`src/rtl/seg7_pkg.sv`:
```
// Shared types and segment encodings for the seven-segment scan driver.
// Segment vectors are logical (1 = lit), ordered bit6=a .. bit0=g.
package seg7_pkg;

  typedef logic [3:0] digit_t;
  typedef logic [6:0] seg_t;

  localparam seg_t SEG_OFF = 7'b0000000;
  localparam seg_t SEG_0   = 7'b1111110;
  localparam seg_t SEG_1   = 7'b0110000;
  localparam seg_t SEG_2   = 7'b1101101;
  localparam seg_t SEG_3   = 7'b1111001;
  localparam seg_t SEG_4   = 7'b0110011;
  localparam seg_t SEG_5   = 7'b1011011;
  localparam seg_t SEG_6   = 7'b1011111;
  localparam seg_t SEG_7   = 7'b1110000;
  localparam seg_t SEG_8   = 7'b1111111;
  localparam seg_t SEG_9   = 7'b1111011;

endpackage

```
`src/rtl/seg7_digit_dec.sv`:
```
// Combinational BCD to seven-segment decoder, logical (active-high) output.
// Non-BCD nibble values decode to all segments off.
module seg7_digit_dec
  import seg7_pkg::*;
(
  input  logic [3:0] bcd,
  output logic [6:0] seg
);

  always_comb begin
    seg = SEG_OFF;
    case (bcd)
      4'd0:    seg = SEG_0;
      4'd1:    seg = SEG_1;
      4'd2:    seg = SEG_2;
      4'd3:    seg = SEG_3;
      4'd4:    seg = SEG_4;
      4'd5:    seg = SEG_5;
      4'd6:    seg = SEG_6;
      4'd7:    seg = SEG_7;
      4'd8:    seg = SEG_8;
      4'd9:    seg = SEG_9;
      default: seg = SEG_OFF;
    endcase
  end

endmodule

```
`src/rtl/seg7_scan_driver.sv`:
```
// Multiplexed seven-segment scan driver with tear-free frame-boundary updates.
// Define SEG7_LEADING_ZERO_BLANK_EN to blank leading zero digits.
module seg7_scan_driver
  import seg7_pkg::*;
#(
  parameter int unsigned NUM_DIGITS = 4,
  parameter int unsigned SCAN_DIV   = 50000,
  parameter bit          ACTIVE_LOW = 1'b1
) (
  input  logic                    clk,
  input  logic                    rst,
  input  logic [4*NUM_DIGITS-1:0] digits,
  input  logic [NUM_DIGITS-1:0]   blank_mask,
  input  logic                    load,
  output logic [6:0]              seg_out,
  output logic [NUM_DIGITS-1:0]   an_out,
  output logic                    frame_done
);

  localparam int unsigned CntW = (SCAN_DIV > 1) ? $clog2(SCAN_DIV) : 1;
  localparam int unsigned IdxW = (NUM_DIGITS > 1) ? $clog2(NUM_DIGITS) : 1;
  localparam logic [CntW-1:0] CntLast = CntW'(SCAN_DIV - 1);
  localparam logic [IdxW-1:0] IdxLast = IdxW'(NUM_DIGITS - 1);

  logic [CntW-1:0]         cnt_q, cnt_d;
  logic [IdxW-1:0]         idx_q, idx_d;
  logic [4*NUM_DIGITS-1:0] pend_dig_q, pend_dig_d, disp_dig_q, disp_dig_d;
  logic [NUM_DIGITS-1:0]   pend_mask_q, pend_mask_d, disp_mask_q, disp_mask_d;
  logic                    pend_vld_q, pend_vld_d;
  logic [6:0]              seg_q, seg_d;
  logic [NUM_DIGITS-1:0]   an_q, an_d;
  logic                    fd_q, fd_d;

  logic                    tick, wrap;
  logic [NUM_DIGITS-1:0]   blank_all;
  logic [3:0]              sel_nib;
  logic                    sel_blank;
  logic [6:0]              dec_seg;

  assign tick = (cnt_q == CntLast);
  assign wrap = tick && (idx_q == IdxLast);

`ifdef SEG7_LEADING_ZERO_BLANK_EN
  logic [NUM_DIGITS-1:0] lz_blank;
  logic                  lz_run;

  // A digit is a leading zero when it and every more significant digit are zero.
  always_comb begin
    lz_run   = 1'b1;
    lz_blank = '0;
    for (int i = int'(NUM_DIGITS) - 1; i >= 1; i--) begin
      lz_run      = lz_run & (disp_dig_q[4*i +: 4] == 4'd0);
      lz_blank[i] = lz_run;
    end
  end

  assign blank_all = disp_mask_q | lz_blank;
`else
  assign blank_all = disp_mask_q;
`endif

  always_comb begin
    cnt_d       = tick ? '0 : cnt_q + 1'b1;
    idx_d       = idx_q;
    pend_dig_d  = pend_dig_q;
    pend_mask_d = pend_mask_q;
    pend_vld_d  = pend_vld_q;
    disp_dig_d  = disp_dig_q;
    disp_mask_d = disp_mask_q;
    fd_d        = wrap;

    if (tick) begin
      idx_d = wrap ? '0 : idx_q + 1'b1;
    end

    // Display only changes at the frame boundary; a load in that same cycle wins.
    if (wrap) begin
      if (load) begin
        disp_dig_d  = digits;
        disp_mask_d = blank_mask;
      end else if (pend_vld_q) begin
        disp_dig_d  = pend_dig_q;
        disp_mask_d = pend_mask_q;
      end
      pend_vld_d = 1'b0;
    end else if (load) begin
      pend_dig_d  = digits;
      pend_mask_d = blank_mask;
      pend_vld_d  = 1'b1;
    end
  end

  always_comb begin
    sel_nib   = '0;
    sel_blank = 1'b0;
    an_d      = '0;
    for (int unsigned i = 0; i < NUM_DIGITS; i++) begin
      if (idx_q == IdxW'(i)) begin
        sel_nib   = disp_dig_q[4*i +: 4];
        sel_blank = blank_all[i];
        an_d[i]   = 1'b1;
      end
    end
    seg_d = sel_blank ? SEG_OFF : dec_seg;
  end

  seg7_digit_dec u_dec (
    .bcd (sel_nib),
    .seg (dec_seg)
  );

  always_ff @(posedge clk) begin
    if (rst) begin
      cnt_q       <= '0;
      idx_q       <= '0;
      pend_dig_q  <= '0;
      pend_mask_q <= '0;
      pend_vld_q  <= 1'b0;
      disp_dig_q  <= '0;
      disp_mask_q <= '0;
      seg_q       <= SEG_OFF;
      an_q        <= '0;
      fd_q        <= 1'b0;
    end else begin
      cnt_q       <= cnt_d;
      idx_q       <= idx_d;
      pend_dig_q  <= pend_dig_d;
      pend_mask_q <= pend_mask_d;
      pend_vld_q  <= pend_vld_d;
      disp_dig_q  <= disp_dig_d;
      disp_mask_q <= disp_mask_d;
      seg_q       <= seg_d;
      an_q        <= an_d;
      fd_q        <= fd_d;
    end
  end

  assign seg_out    = ACTIVE_LOW ? ~seg_q : seg_q;
  assign an_out     = ACTIVE_LOW ? ~an_q : an_q;
  assign frame_done = fd_q;

endmodule

```
`config.mk`:
```
export PLATFORM = sky130hd
export DESIGN_NAME = seg7_scan_driver
export DESIGN_NICKNAME = d
export VERILOG_FILES = /design/src/rtl/seg7_pkg.sv /design/src/rtl/seg7_digit_dec.sv /design/src/rtl/seg7_scan_driver.sv
export SDC_FILE = /design/constraint.sdc
export NUM_CORES = 1
export LEC_CHECK = 0
export ABC_CLOCK_PERIOD_IN_PS = 2900
export CAP_MARGIN = 20
export CORE_UTILIZATION = 35
export DETAILED_ROUTE_END_ITERATION = 16
export PLACE_DENSITY_LB_ADDON = 0.12
export SLEW_MARGIN = 20
export SYNTH_ARGS = -nofsm -noshare
export SYNTH_HDL_FRONTEND = slang
export SYNTH_SLANG_ARGS = --single-unit
```
`constraint.sdc`:
```
create_clock -name clk -period 2.9 [get_ports clk]
set_input_delay 0.29 -clock clk [delete_from_list [all_inputs] [get_ports clk]]
set_output_delay 0.29 -clock clk [all_outputs]
set_load 0.02 [all_outputs]
```
After elaboration in Yosys (flattened, before gate mapping). Memories as Yosys holds them, arrays and structs flattened. A register that Yosys moved wholly into a read port is not among the register bits. Index checks and enable logic that the tools add are counted.

Add/sub/neg operators: 2. Equal/unequal tests: 4. Multiplexer cells: 17. Bitwise gates (word level): 3. Reduce and logical (&&, ||, !) cells: 8.

Operators with widths (number): $mux W16 (2); $mux W4 (6); $add A16 B1 Y16 const B (1); $eq A16 B16 Y1 const B (1); $mux W1 (8); $not A7 Y7 (1); $reduce_or A2 Y1 (3); $eq A2 B2 Y1 const B (2); $not A4 Y4 (1); $reduce_and A2 Y1 (2); $add A2 B1 Y2 const B (1); $eq A2 B1 Y1 const B (1); $logic_not A2 Y1 (1); $mux W2 (1); $reduce_bool A2 Y1 (1); $logic_and A1 B1 Y1 (1); $not A1 Y1 (1).

Register bits: 64. Bits in read-only memories: 112. Input port bits: 23. Output and inout bits: 12. Logic and storage cells: 44. Memories kept: 1.

Memory list: (no name shown) (depth 16, width 7, rd ports 1, clocked after Yosys merged registers in 1, wr ports 0, line seg7_digit_dec.sv:12) `case (bcd)`.

Logic depth before layout (Yosys ltp).
Word-level depth: 6. Depth in mapped cells: 9. Depth with buffers taken out: 8.

Hierarchy. From an unflattened synthesis, not the netlist that was laid out.

Cell total of the unflattened synthesis: 354. Area total of the unflattened synthesis: 3383.2 sq um.

By module, submodules not included: seg7_scan_driver (instances 1, cells an instance 326, area each 3164.3 sq um, seq. area each 1421.4 sq um); seg7_digit_dec (instances 1, cells an instance 28, area each 219.0 sq um, seq. area each 0.0 sq um).

Least setup slack after synthesis. No wires, ideal clock.

Path type: reg2reg. Start: reg idx_q[0]. End: reg seg_q[3]. Data arrival time: 2056 ps. Required time: 2825 ps. Path slack: 769 ps. Stages on the path, launching flop included: 10. Period minus slack after synthesis: 2131 ps. Cell sequence: dfxtp_1 > ha_1 > buf_6 > buf_2 > or3b_2 > o221ai_1 > inv_1 > ha_1 > mux2_2 > o22ai_1.

Cells in the longest elaborated chain, start to end: 6. Elaborated cells between the ends (all ways): 13. Classes of those cells: eq/ne: 3; mux: 8; reduce/logical: 2.

RTL lines: start: declaration (line seg7_scan_driver.sv:26) `logic [IdxW-1:0] idx_q, idx_d;`; start signal: assignment (line seg7_scan_driver.sv:126) `idx_q <= idx_d;`; $logic_not A2 Y1 (line seg7_scan_driver.sv:98) `if (idx_q == IdxW'(i)) begin`; $mux W1 (4 in series) (line seg7_scan_driver.sv:98); $reduce_or A2 Y1 (no source line); end: declaration (line seg7_scan_driver.sv:30) `logic [6:0] seg_q, seg_d;`.

Parallel ways exist; a longest one is shown, timed or not. A chain may end at the register's enable or synchronous reset.

Final worst setup path. Ends and elaborated chain as after synthesis.

==> results.toml <==
[detailed_routing]
drt-vias-per-instance = 5.05
avgRoutedWirePerCell_microns = 13.7
drt_iter0_markers = 91
drcViolationCount = 0
drt_first_pass_iters = 4
antenna_left = 0
routed_wirelength_mm = 7.54
vias = 2774

[synth]
synth_ff_type = "dfxtp_1"
synth.avg_cell_area_sq_um = 9.15
synth_most_common_cell = "dfxtp_1"
syn-num-nets = 424
synthCells = 390
synth_warnings = 0
synth_commonest_cells = "dfxtp_1 (71), nand2b_1 (41), inv_1 (23)"
synth_area_leaders = "dfxtp_1 (40%), nand2b_1 (7.2%), mux2_2 (6.6%)"
yosysUniqueCellTypes = 45
netlist.area_leader.share_pct = 39.8
ys_ff_latch = 71
synth_top_cell_by_area = "dfxtp_1"
ys_seq_area_share_pct = 39.8
netlist_area_sq_mm = 0.00357
synth-async-reset-ratio_pct = 0
synth_edf_count = 0

[floorplanning]
die_y_microns = 103
ioPinCount = 35
dieArea_sq_mm = 0.0106
placement_rows = 36
start_util_pct = 36.3
coreArea_sq_mm = 0.00982
die_width_microns = 103

[global_routing]
grt_overflow = 0
grt_pass1_vias = 2700
antenna_found_initial = 0
grt_pass1_wl_mm = 13.1
grt_start_max_net_pins = 40
track_usage_pct = 16.0

[place]
post_dp_cell_area_sq_mm = 0.00398
pre_cts_ws_ns = 0.588
gp_congestion = 0.798
io_buffers = 34
place_hpwl_mm = 5.23

[critical_path]
worstPathRequired_ns = 3.18
reg2reg_to = "seg_q[3]"
crit_fanout = 11
startpoint_type = "flip-flop"
crit_type = "flip-flop to flip-flop"
crit_family = "compound AO/OA/AOI/OAI gates"
reg2regPathDepth = 8
cp_num_buf_inv = 2
crit_start = "idx_q[0]"
cpPeakStageDelay_ns = 0.41
worstPathArrival_ns = 2.59
cp_cell_sequence = "inv_1, ha_1, a211o_1, o221ai_1, inv_1, ha_1, mux2_2, o22ai_1"
worstSetupEndpointType = "flip-flop"
r2r-start = "idx_q[0]"
slowest_stage = "o221ai_1"
r2r_slack_ns = 0.58

[clock_tree]
cts_root_buf = "clkbuf_8"
htree_num_levels = 3
cts_tree = "done"
clockBufferDepth = 2
post_cts_buffers = 0
numClockSinks = 71
cts_hold_buf = 0
ctsResizeCount = 0
clkTransAtPathRegs_ns = 0.08
insertion_delay_ns = 0.35
cts_made_buffers = 9

[timing]
slew_violations = 0
period_share_pct = 79.9
finClkSkew_ns = 0.00921
hold_slack_ns = 0.467
final-hold-violation-count = 0
rsz0062_at_grt = "no"
finalWorstPathRequiredPeriod_ns = 2.32
max_clock_freq_mhz = 432
final.setup.tns_ns = 0
layout_setup_ws_ns = 0.584
finalSetupViolCount = 0
maxSlewHeadroom_pct = 58.8
worst_slew_pin_slew_ns = 0.616

[cells_and_area]
nets = 445
fin_util_pct = 42.7
insertedDiodeCount = 0
final_layout_size_suffix_gt1_share_pct = 13.2
final_cell_area_sq_mm = 0.00419
syn2layout_area_growth_pct = 17.4

[outcome]
status = "finished clean"

[pwr]
peakVddDrop_mv = 0.223
power_leakage_nw = 1.59
p_per_area_mw_per_mm2 = 480

[hold_path]
holdPathEnd = "cnt_q[0]"
hold_depth = 1
hold_class = "flip-flop to flip-flop"
worstHoldStart = "cnt_q[0]"

[flow_run]
maxCapViolCount = 0
## power breakdown
| part | switching [W] | total, W | internal (W) | leakage [nW] |
|---|---|---|---|---|
| Combinational | 0.0000829 | 0.000175 | 0.0000924 | 0.909 |
| Clock | 0.000398 | 0.000822 | 0.000424 | 0.0989 |
| Sequential | 0.0000119 | 0.00101 | 0.00100 | 0.579 |
## how the worst max path moves through the flow
stage	end	slack, ns	cells past startpoint
final	seg_q[3]	0.58	8
after global routing	seg_q[6]	0.31	8
after detailed placement	seg_q[3]	0.59	8
after CTS	seg_q[3]	0.58	8
after floorplan	seg_q[3]	0.77	9
after global placement	disp_dig_q[10]	0.64	5
## state kept, by name, indices dropped and copies added (netlist names), 2 cells and up
register / count
seg_q: 7
idx_q: 2
blank_all: 4
disp_dig_q: 16
cnt_q: 16
pend_dig_q: 16
an_q: 4
pend_mask_q: 4
## placed cells by master, fill, tap and decap left out, types with 4 or more instances in the layout
cell,instances
a21oi_1,8
a31oi_1,20
and4_1,4
buf_4,9
clkbuf_8,10
clkdlybuf4s50_1,33
dfxtp_1,71
ha_1,11
inv_1,23
mux2_2,21
mux2i_1,22
nand2_1,8
nand2b_1,41
nand3_1,9
nand4_1,5
nor2_1,17
nor2b_1,4
nor3_1,21
nor4_1,20
o22ai_1,4
xor2_1,10
## metal layers
| metal | up-vias | track usage, % | share of wire, % |
|---|---|---|---|
| li1 | 1420 | - | - |
| met1 | 1307 | 20.5 | 49 |
| met2 | 34 | 26.3 | 46 |
| met3 | 13 | 3.80 | 3.1 |
| met4 | 0 | 5.85 | 1.8 |
| met5 | - | 0 | 0 |
## per-stage QoR
| step | power, W | std cells |
|---|---|---|
| 6_report | 0.00201 | 549 |
| 4_1_cts | 0.00204 | 549 |
| 2_1_floorplan | 0.00114 | 390 |
| 3_3_place_gp | 0.00121 | 533 |
| 3_5_place_dp | 0.00121 | 533 |
| 5_1_grt | 0.00210 | 549 |
## cells by family (layout without fill, tap and decap cells)
group                    count (synthesis)  after routing  share of synthesized area [%]
AO/OA/AOI/OAI                           50             50                           9.54
XOR/XNOR                                12             12                           2.95
adder cells (fa/ha/maj)                 11             11                           3.86
buffers and inverters                   56             82                           6.84
flip-flops                              71             71                           39.8
multiplexers                            43             43                           12.8
AND/OR/NAND/NOR                        147            147                           24.2
## worst register-to-register path: cells and delay by family (launching register included)
| family | cells | cell delay [ns] |
|---|---|---|
| compound gates | 3 | 0.82 |
| fa+ha+maj | 2 | 0.55 |
| buf+inv | 2 | 0.23 |
| flops | 1 | 0.38 |
| mux | 1 | 0.27 |
## cell type report
cell class / count / area [sq um]
inverters: 23 / 86.3
well taps: 133 / 166
clock buffers: 10 / 138
multi-input cells: 263 / 1910
fillers: 1035 / 5630
clock inverters: 6 / 67.6
repair buffers: 43 / 403
flip-flops and latches: 71 / 1420
No activity file was read; power rests on OpenSTA's default activity.
